File: src/rtl/trace_capture_buf.sv
// Circular trace capture buffer with pre-trigger window and post-trigger freeze.
// Frozen contents are drained oldest-first through a request/valid read port.
module trace_capture_buf #(
    parameter int DEPTH = 16,
    parameter int AW    = 4,
    parameter int POST  = 8
) (
    input  logic          clk,
    input  logic          MRST,
    input  logic          arm,
    input  logic [9:0]    EV,
    input  logic [31:0]   TP,
    input  logic          TPE,
    input  logic          rd_req,
    output logic [31:0]   rd_data,
    output logic          rd_valid,
    output logic          rd_last,
    output logic [1:0]    state,
    output logic [AW:0]   count,
    output logic [15:0]   drop_cnt,
    output logic [1:0]    trig_src,
    output logic [7:0]    trig_code
);

    typedef enum logic [1:0] {
        S_IDLE    = 2'd0,
        S_ARMED   = 2'd1,
        S_CAPTURE = 2'd2,
        S_DONE    = 2'd3
    } state_e;

    localparam logic [AW:0]   DEPTH_C = (AW+1)'(DEPTH);
    localparam logic [AW:0]   POST_C  = (AW+1)'(POST);
    localparam logic [AW:0]   ONE_C   = (AW+1)'(1);
    localparam logic [AW-1:0] PTR_ONE = AW'(1);

    state_e        state_q, state_d;
    logic [AW-1:0] wr_ptr_q, wr_ptr_d;
    logic [AW-1:0] rd_ptr_q, rd_ptr_d;
    logic [AW:0]   count_q, count_d;
    logic [AW:0]   post_cnt_q, post_cnt_d;
    logic [15:0]   drop_cnt_q, drop_cnt_d;
    logic [1:0]    trig_src_q, trig_src_d;
    logic [7:0]    trig_code_q, trig_code_d;
    logic [31:0]   rd_data_q, rd_data_d;
    logic          rd_valid_q, rd_valid_d;
    logic          rd_last_q, rd_last_d;

    logic [31:0]   mem [DEPTH];

    logic          trig_hit;
    logic          restart;
    logic          wr_en;
    logic          rd_fire;

    assign trig_hit = |EV[7:0];

    always_comb begin
        state_d     = state_q;
        post_cnt_d  = post_cnt_q;
        trig_src_d  = trig_src_q;
        trig_code_d = trig_code_q;
        restart     = 1'b0;
        wr_en       = 1'b0;
        rd_fire     = 1'b0;
        unique case (state_q)
            S_IDLE: begin
                restart = arm;
            end
            S_ARMED: begin
                if (arm) begin
                    restart = 1'b1;
                end else begin
                    wr_en = TPE;
                    if (trig_hit) begin
                        state_d     = S_CAPTURE;
                        trig_src_d  = EV[9:8];
                        trig_code_d = EV[7:0];
                        // A word written in the trigger cycle is post word 1
                        post_cnt_d  = TPE ? ONE_C : '0;
                        if (TPE && (POST_C == ONE_C)) begin
                            state_d = S_DONE;
                        end
                    end
                end
            end
            S_CAPTURE: begin
                if (TPE) begin
                    wr_en      = 1'b1;
                    post_cnt_d = post_cnt_q + ONE_C;
                    if (post_cnt_d == POST_C) begin
                        state_d = S_DONE;
                    end
                end
            end
            S_DONE: begin
                if (arm) begin
                    restart = 1'b1;
                end else if (rd_last_q) begin
                    state_d = S_IDLE;
                end else if (rd_req && (count_q != '0)) begin
                    rd_fire = 1'b1;
                end
            end
            default: begin
                state_d = S_IDLE;
            end
        endcase
        if (restart) begin
            state_d    = S_ARMED;
            post_cnt_d = '0;
        end
    end

    always_comb begin
        wr_ptr_d   = wr_ptr_q;
        rd_ptr_d   = rd_ptr_q;
        count_d    = count_q;
        drop_cnt_d = drop_cnt_q;
        rd_data_d  = '0;
        rd_valid_d = 1'b0;
        rd_last_d  = 1'b0;
        if (restart) begin
            wr_ptr_d   = '0;
            rd_ptr_d   = '0;
            count_d    = '0;
            drop_cnt_d = '0;
        end
        if (wr_en) begin
            wr_ptr_d = wr_ptr_q + PTR_ONE;
            if (count_q == DEPTH_C) begin
                if (drop_cnt_q != 16'hFFFF) begin
                    drop_cnt_d = drop_cnt_q + 16'd1;
                end
            end else begin
                count_d = count_q + ONE_C;
            end
        end
        // In DONE the count register doubles as the remaining-word counter
        if (rd_fire) begin
            rd_data_d  = mem[rd_ptr_q];
            rd_valid_d = 1'b1;
            rd_last_d  = (count_q == ONE_C);
            rd_ptr_d   = rd_ptr_q + PTR_ONE;
            count_d    = count_q - ONE_C;
        end
        if ((state_q != S_DONE) && (state_d == S_DONE)) begin
            rd_ptr_d = wr_ptr_d - count_d[AW-1:0];
        end
    end

    always_ff @(posedge clk) begin
        if (wr_en && !MRST) begin
            mem[wr_ptr_q] <= TP;
        end
    end

    always_ff @(posedge clk) begin
        if (MRST) begin
            state_q     <= S_IDLE;
            wr_ptr_q    <= '0;
            rd_ptr_q    <= '0;
            count_q     <= '0;
            post_cnt_q  <= '0;
            drop_cnt_q  <= '0;
            trig_src_q  <= '0;
            trig_code_q <= '0;
            rd_data_q   <= '0;
            rd_valid_q  <= 1'b0;
            rd_last_q   <= 1'b0;
        end else begin
            state_q     <= state_d;
            wr_ptr_q    <= wr_ptr_d;
            rd_ptr_q    <= rd_ptr_d;
            count_q     <= count_d;
            post_cnt_q  <= post_cnt_d;
            drop_cnt_q  <= drop_cnt_d;
            trig_src_q  <= trig_src_d;
            trig_code_q <= trig_code_d;
            rd_data_q   <= rd_data_d;
            rd_valid_q  <= rd_valid_d;
            rd_last_q   <= rd_last_d;
        end
    end

    assign state     = state_q;
    assign count     = count_q;
    assign drop_cnt  = drop_cnt_q;
    assign trig_src  = trig_src_q;
    assign trig_code = trig_code_q;
    assign rd_data   = rd_data_q;
    assign rd_valid  = rd_valid_q;
    assign rd_last   = rd_last_q;

    a_count_bound: assert property (
        @(posedge clk) disable iff (MRST) count_q <= DEPTH_C
    );
    a_last_valid: assert property (
        @(posedge clk) disable iff (MRST) rd_last_q |-> rd_valid_q
    );
    a_data_idle: assert property (
        @(posedge clk) disable iff (MRST) !rd_valid_q |-> (rd_data_q == '0)
    );

endmodule

File: config.mk
export PLATFORM = sky130hd
export DESIGN_NAME = trace_capture_buf
export DESIGN_NICKNAME = d
export VERILOG_FILES = /design/src/rtl/trace_capture_buf.sv
export SDC_FILE = /design/constraint.sdc
export NUM_CORES = 1
export LEC_CHECK = 0
export BUFFER_PORTS_ARGS = -buffer_cell sky130_fd_sc_hd__buf_2
export CAP_MARGIN = 20
export CORE_MARGIN = 5
export CORE_UTILIZATION = 30
export CTS_CLUSTER_SIZE = 20
export DETAILED_ROUTE_END_ITERATION = 10
export PLACE_DENSITY = 0.49
export SYNTH_ARGS = -nofsm -noshare
export SYNTH_HDL_FRONTEND = slang
export SYNTH_SLANG_ARGS = --single-unit
File: constraint.sdc
create_clock -name clk -period 5.7 [get_ports clk]
set_input_delay 0.855 -clock clk [delete_from_list [all_inputs] [get_ports clk]]
set_output_delay 0.855 -clock clk [all_outputs]
set_load 0.01 [all_outputs]
==> summary.txt <==
Drt
  • Vias after detailed routing: 11831
  • Number of iterations in the first detailed-routing pass: 5
  • DRC violation total after the first TritonRoute iteration: 698
  • Via count normalized by instance count: 4.83
  • Detail Route Antenna Nets: 0
  • Final wirelength: 53500 um
  • Drt drc: 0
  • Routed WL per cell: 21.8 um

Pwr
  • Share of total power in the clock network: 0.464
  • Sequential share of power: 0.519
  • Total chip power: 0.00909 W
  • Leakage: 8.54 nW
  • Maximum VDD drop: 0.186 mV
  • Total power per unit cell area: 335 nW/um^2
  • Cell-internal power: 0.00721 W
  • Combinational share of power: 0.017
  • Fraction of power spent switching nets: 0.206
  • Net switching power of the design: 0.00187 W

Worst setup path
  • CP Max Fanout: 12
  • Classification of the worst setup path: register to register
  • WP data required: 6.15 ns
  • Crit path buf inv count: 1
  • Max stage delay cell, worst path: sky130_fd_sc_hd__nor2b_1
  • Worst setup EP type: register
  • Launch point of the worst reg-to-reg path: state[1]$_SDFF_PP0_
  • Critical path launch point: state[1]$_SDFF_PP0_
  • Arrival @ worst endpoint: 3.81 ns
  • Worst Setup Start Kind: register
  • Longest individual stage delay on the worst path: 0.67 ns
  • CP Cell Sequence: inv_1, ha_1, nor2b_1, o211ai_1, mux2i_1, o211a_1, a21oi_1, ha_1, a21oi_1, xor2_1, xnor2_1, o31ai_2
  • Cell type group with the largest total delay on the critical path: compound AO/OA/AOI/OAI gates

Global route
  • Global-route wire length before repair: 80600 um
  • Aggregate global-route resource usage: 0.129
  • Largest net degree at the start of global routing: 77
  • Number of global-route vias before repair: 12206
  • Initial antenna violation count: 1
  • Global-route congestion overflow total: 0

STA
  • Final max-slew violation count: 0
  • Headroom to the max-slew limit: 0.348
  • Max Fclk: 298 MHz
  • Worst slew pin tran: 0.978 ns
  • Fin crit share: 0.589
  • Final total negative setup slack: 0 ns
  • PnR worst setup slack: 2.34 ns
  • Number of hold violations in the final report: 0
  • Final worst path period need: 3.36 ns
  • Worst slack on hold paths: 0.453 ns
  • Skew final: 0.0374 ns
  • Count of final setup violators: 0
  • Unrepaired setup endpoints after global routing: false

Synth
  • Net count after synthesis: 1290
  • Yosys top cell by area: sky130_fd_sc_hd__edfxtp_1
  • Dominant cells by area after synthesis: sky130_fd_sc_hd__edfxtp_1 67%, sky130_fd_sc_hd__mux4_2 12%, sky130_fd_sc_hd__dfxtp_1 6.9%
  • Mean cell area of the mapped netlist: 18.9 sq um
  • Flip-flop cell with the highest count after synthesis: sky130_fd_sc_hd__edfxtp_1
  • Fraction of post-synthesis cell area in the top cell type by area: 0.667
  • Cell area after synthesis: 23100 sq um
  • Unique masters post-synth: 65
  • Sequential cell area fraction in the yosys report: 0.736
  • Proportion of register bits with asynchronous set or reset after synthesis: 0
  • Register bit total from synthesis: 592
  • Cell count after synthesis: 1223
  • Post-synth EDFFs: 512
  • Count of warnings emitted by yosys: 0

Cells and area
  • Proportion of layout cells with a drive suffix above 1: 0.284
  • Count of filler cells inserted in the layout: 7190
  • Diodes inserted: 0
  • Signed area change from the synthesized netlist to the final layout: 17.7%
  • Final net count: 1434
  • Total area of multi-input combinational cells: 5850 sq um
  • Sequential cell area in the final layout: 17000 sq um

Placement
  • Input/output buffers: 113
  • Dpl ws: 2.08 ns
  • Final weighted congestion in routability-driven placement: 0.760
  • Placed wire-length estimate after detailed placement: 29700 um

Clock tree
  • Post-CTS Repair Setup Buffers: 0
  • Worst skew pair latency: 0.61 ns
  • TritonCTS buffer count: 68
  • TritonCTS clock tree: done
  • Count of H-tree levels built during CTS: 3
  • PostCTS Resize Cnt: 0
  • Number of clock sinks seen by CTS: 592
  • Quantity of hold-fixing buffers added after cts: 0
  • Maximum clock insertion buffer count: 3
  • Root Buffer Master: sky130_fd_sc_hd__clkbuf_16
  • Clk slew on worst S/H paths: 0.05 ns

Die
  • Initial core utilization: 0.303
  • Core Box Area: 76100 sq um
  • Number of rows created at floorplan: 101
  • Overall die area: 82500 sq um
  • Number of placed I/O pins: 114
  • Die Ht: 287 um
  • Floorplan die width: 287 um

Min path
  • Path category of the worst min-delay check: register to register
  • Min-Delay Startpoint: trig_code[0]$_SDFFE_PP0P_

Status
  • Run status: completed

Flow run
  • Number of max-cap violations: 0
## cells in the final DEF, fill, tap and decap left out, types with 4 or more instances in the layout
master | netlist | final
sky130_fd_sc_hd__a211oi_1 | 77 | 77
sky130_fd_sc_hd__a21oi_1 | 41 | 41
sky130_fd_sc_hd__and2_1 | 4 | 4
sky130_fd_sc_hd__and3_2 | 0 | 4
sky130_fd_sc_hd__buf_2 | 20 | 113
sky130_fd_sc_hd__buf_4 | 3 | 24
sky130_fd_sc_hd__bufinv_16 | 0 | 4
sky130_fd_sc_hd__clkbuf_1 | 37 | 17
sky130_fd_sc_hd__clkbuf_16 | 0 | 70
sky130_fd_sc_hd__clkinv_1 | 0 | 8
sky130_fd_sc_hd__clkinv_2 | 0 | 16
sky130_fd_sc_hd__dfxtp_1 | 80 | 76
sky130_fd_sc_hd__dfxtp_4 | 0 | 4
sky130_fd_sc_hd__edfxtp_1 | 512 | 512
sky130_fd_sc_hd__ha_1 | 19 | 19
sky130_fd_sc_hd__inv_1 | 11 | 11
sky130_fd_sc_hd__mux2i_1 | 35 | 35
sky130_fd_sc_hd__mux4_2 | 128 | 128
sky130_fd_sc_hd__nand2_1 | 44 | 44
sky130_fd_sc_hd__nand2b_1 | 7 | 6
sky130_fd_sc_hd__nand3_1 | 13 | 13
sky130_fd_sc_hd__nand4_1 | 5 | 5
sky130_fd_sc_hd__nor2_1 | 52 | 40
sky130_fd_sc_hd__nor2_4 | 0 | 12
sky130_fd_sc_hd__nor2b_1 | 41 | 41
sky130_fd_sc_hd__o21ai_0 | 17 | 17
sky130_fd_sc_hd__xor2_1 | 6 | 6
## synthesized netlist by cell type (3+ instances only)
master / instances
sky130_fd_sc_hd__nand2_1: 44
sky130_fd_sc_hd__buf_1: 3
sky130_fd_sc_hd__and2_1: 4
sky130_fd_sc_hd__buf_2: 20
sky130_fd_sc_hd__nand3b_1: 3
sky130_fd_sc_hd__nand4_1: 5
sky130_fd_sc_hd__a22oi_1: 3
sky130_fd_sc_hd__buf_4: 3
sky130_fd_sc_hd__edfxtp_1: 512
sky130_fd_sc_hd__a311oi_1: 3
sky130_fd_sc_hd__mux2i_1: 35
sky130_fd_sc_hd__nand3_1: 13
sky130_fd_sc_hd__a21oi_1: 41
sky130_fd_sc_hd__nor2b_1: 41
sky130_fd_sc_hd__nor2_1: 52
sky130_fd_sc_hd__a211oi_1: 77
sky130_fd_sc_hd__and3_1: 7
sky130_fd_sc_hd__or3_1: 3
sky130_fd_sc_hd__nand2b_1: 7
sky130_fd_sc_hd__o21ai_0: 17
sky130_fd_sc_hd__a21o_1: 3
sky130_fd_sc_hd__xor2_1: 6
sky130_fd_sc_hd__mux4_2: 128
sky130_fd_sc_hd__dfxtp_1: 80
sky130_fd_sc_hd__ha_1: 19
sky130_fd_sc_hd__clkbuf_1: 37
sky130_fd_sc_hd__inv_1: 11
## power groups by stage
| stage | clock network (W) | registers [W] | logic [W] |
|---|---|---|---|
| 2_1_floorplan | 0 | 0.00480 | 0.0000662 |
| 4_1_cts | 0.00435 | 0.00471 | 0.000159 |
| 6_report | 0.00422 | 0.00471 | 0.000156 |
| 3_5_place_dp | 0 | 0.00480 | 0.000158 |
| 3_3_place_gp | 0 | 0.00480 | 0.000155 |
| 5_1_grt | 0.00453 | 0.00471 | 0.000173 |
## final cells by class
cell class | count | share of cell area
clock buffers | 87 | 0.0669
clock inverters | 37 | 0.0132
inverters | 12 | 0.00166
multi-input cells | 554 | 0.216
flip-flops and latches | 592 | 0.626
well taps | 1030 | 0.0475
repair buffers | 139 | 0.0290
## path summary, 6_finish.rpt
path | endpoint | slack, ns | cells after the start
worst min register to register | trig_code[0]$_SDFFE_PP0P_ | 0.45 | 2
worst min-delay path | trig_code[0]$_SDFFE_PP0P_ | 0.45 | 2
worst max register to register | rd_ptr_q[3]$_SDFFE_PP0P_ | 2.34 | 12
worst max-delay path | rd_ptr_q[3]$_SDFFE_PP0P_ | 2.34 | 12
## kinds of logic (layout without fill, tap and decap cells)
group / Yosys count / after routing / synth area share
AO/OA/AOI/OAI: 168 / 168 / 0.0508
XOR/XNOR: 8 / 8 / 0.00304
adder cells (fa/ha/maj): 20 / 20 / 0.0112
buffers and inverters: 77 / 275 / 0.0145
flip-flops: 592 / 592 / 0.736
multiplexers: 163 / 163 / 0.140
AND/OR/NAND/NOR: 195 / 195 / 0.0443
## metrics by stage
stage	util	cell area, sq um	cells
after floorplan	-	23100	1223
after global placement	0.328	25000	2326
after detailed placement	0.328	25000	2327
after CTS	0.357	27100	2451
after global routing	0.357	27100	2451
final	0.357	27100	2451
## tightest hold or removal path: cells and delay by family (launching register included)
family	cells	cell delay, ns
DFF	1	0.30
and+or+nand+nor	1	0.05
AOI/OAI and AO/OA	1	0.05
## metal layers
metal	routed length [um]	vias to the layer above	share of wire	track usage
met5	0	-	0	0
met4	1040	0	0.019	0.0312
met3	2430	82	0.045	0.0263
met2	25000	256	0.47	0.205
met1	25000	6241	0.47	0.183
li1	-	5252	-	-
## registers in the layout, indices dropped and copies added (netlist names)
signal	count
drop_cnt	16
trig_code	8
state	2
count	5
mem	512
rd_ptr_q	4
trig_src	2
rd_valid	1
wr_ptr_q	4
rd_data	32
rd_last	1
post_cnt_q	5
Power figures use the tool's default switching activity.
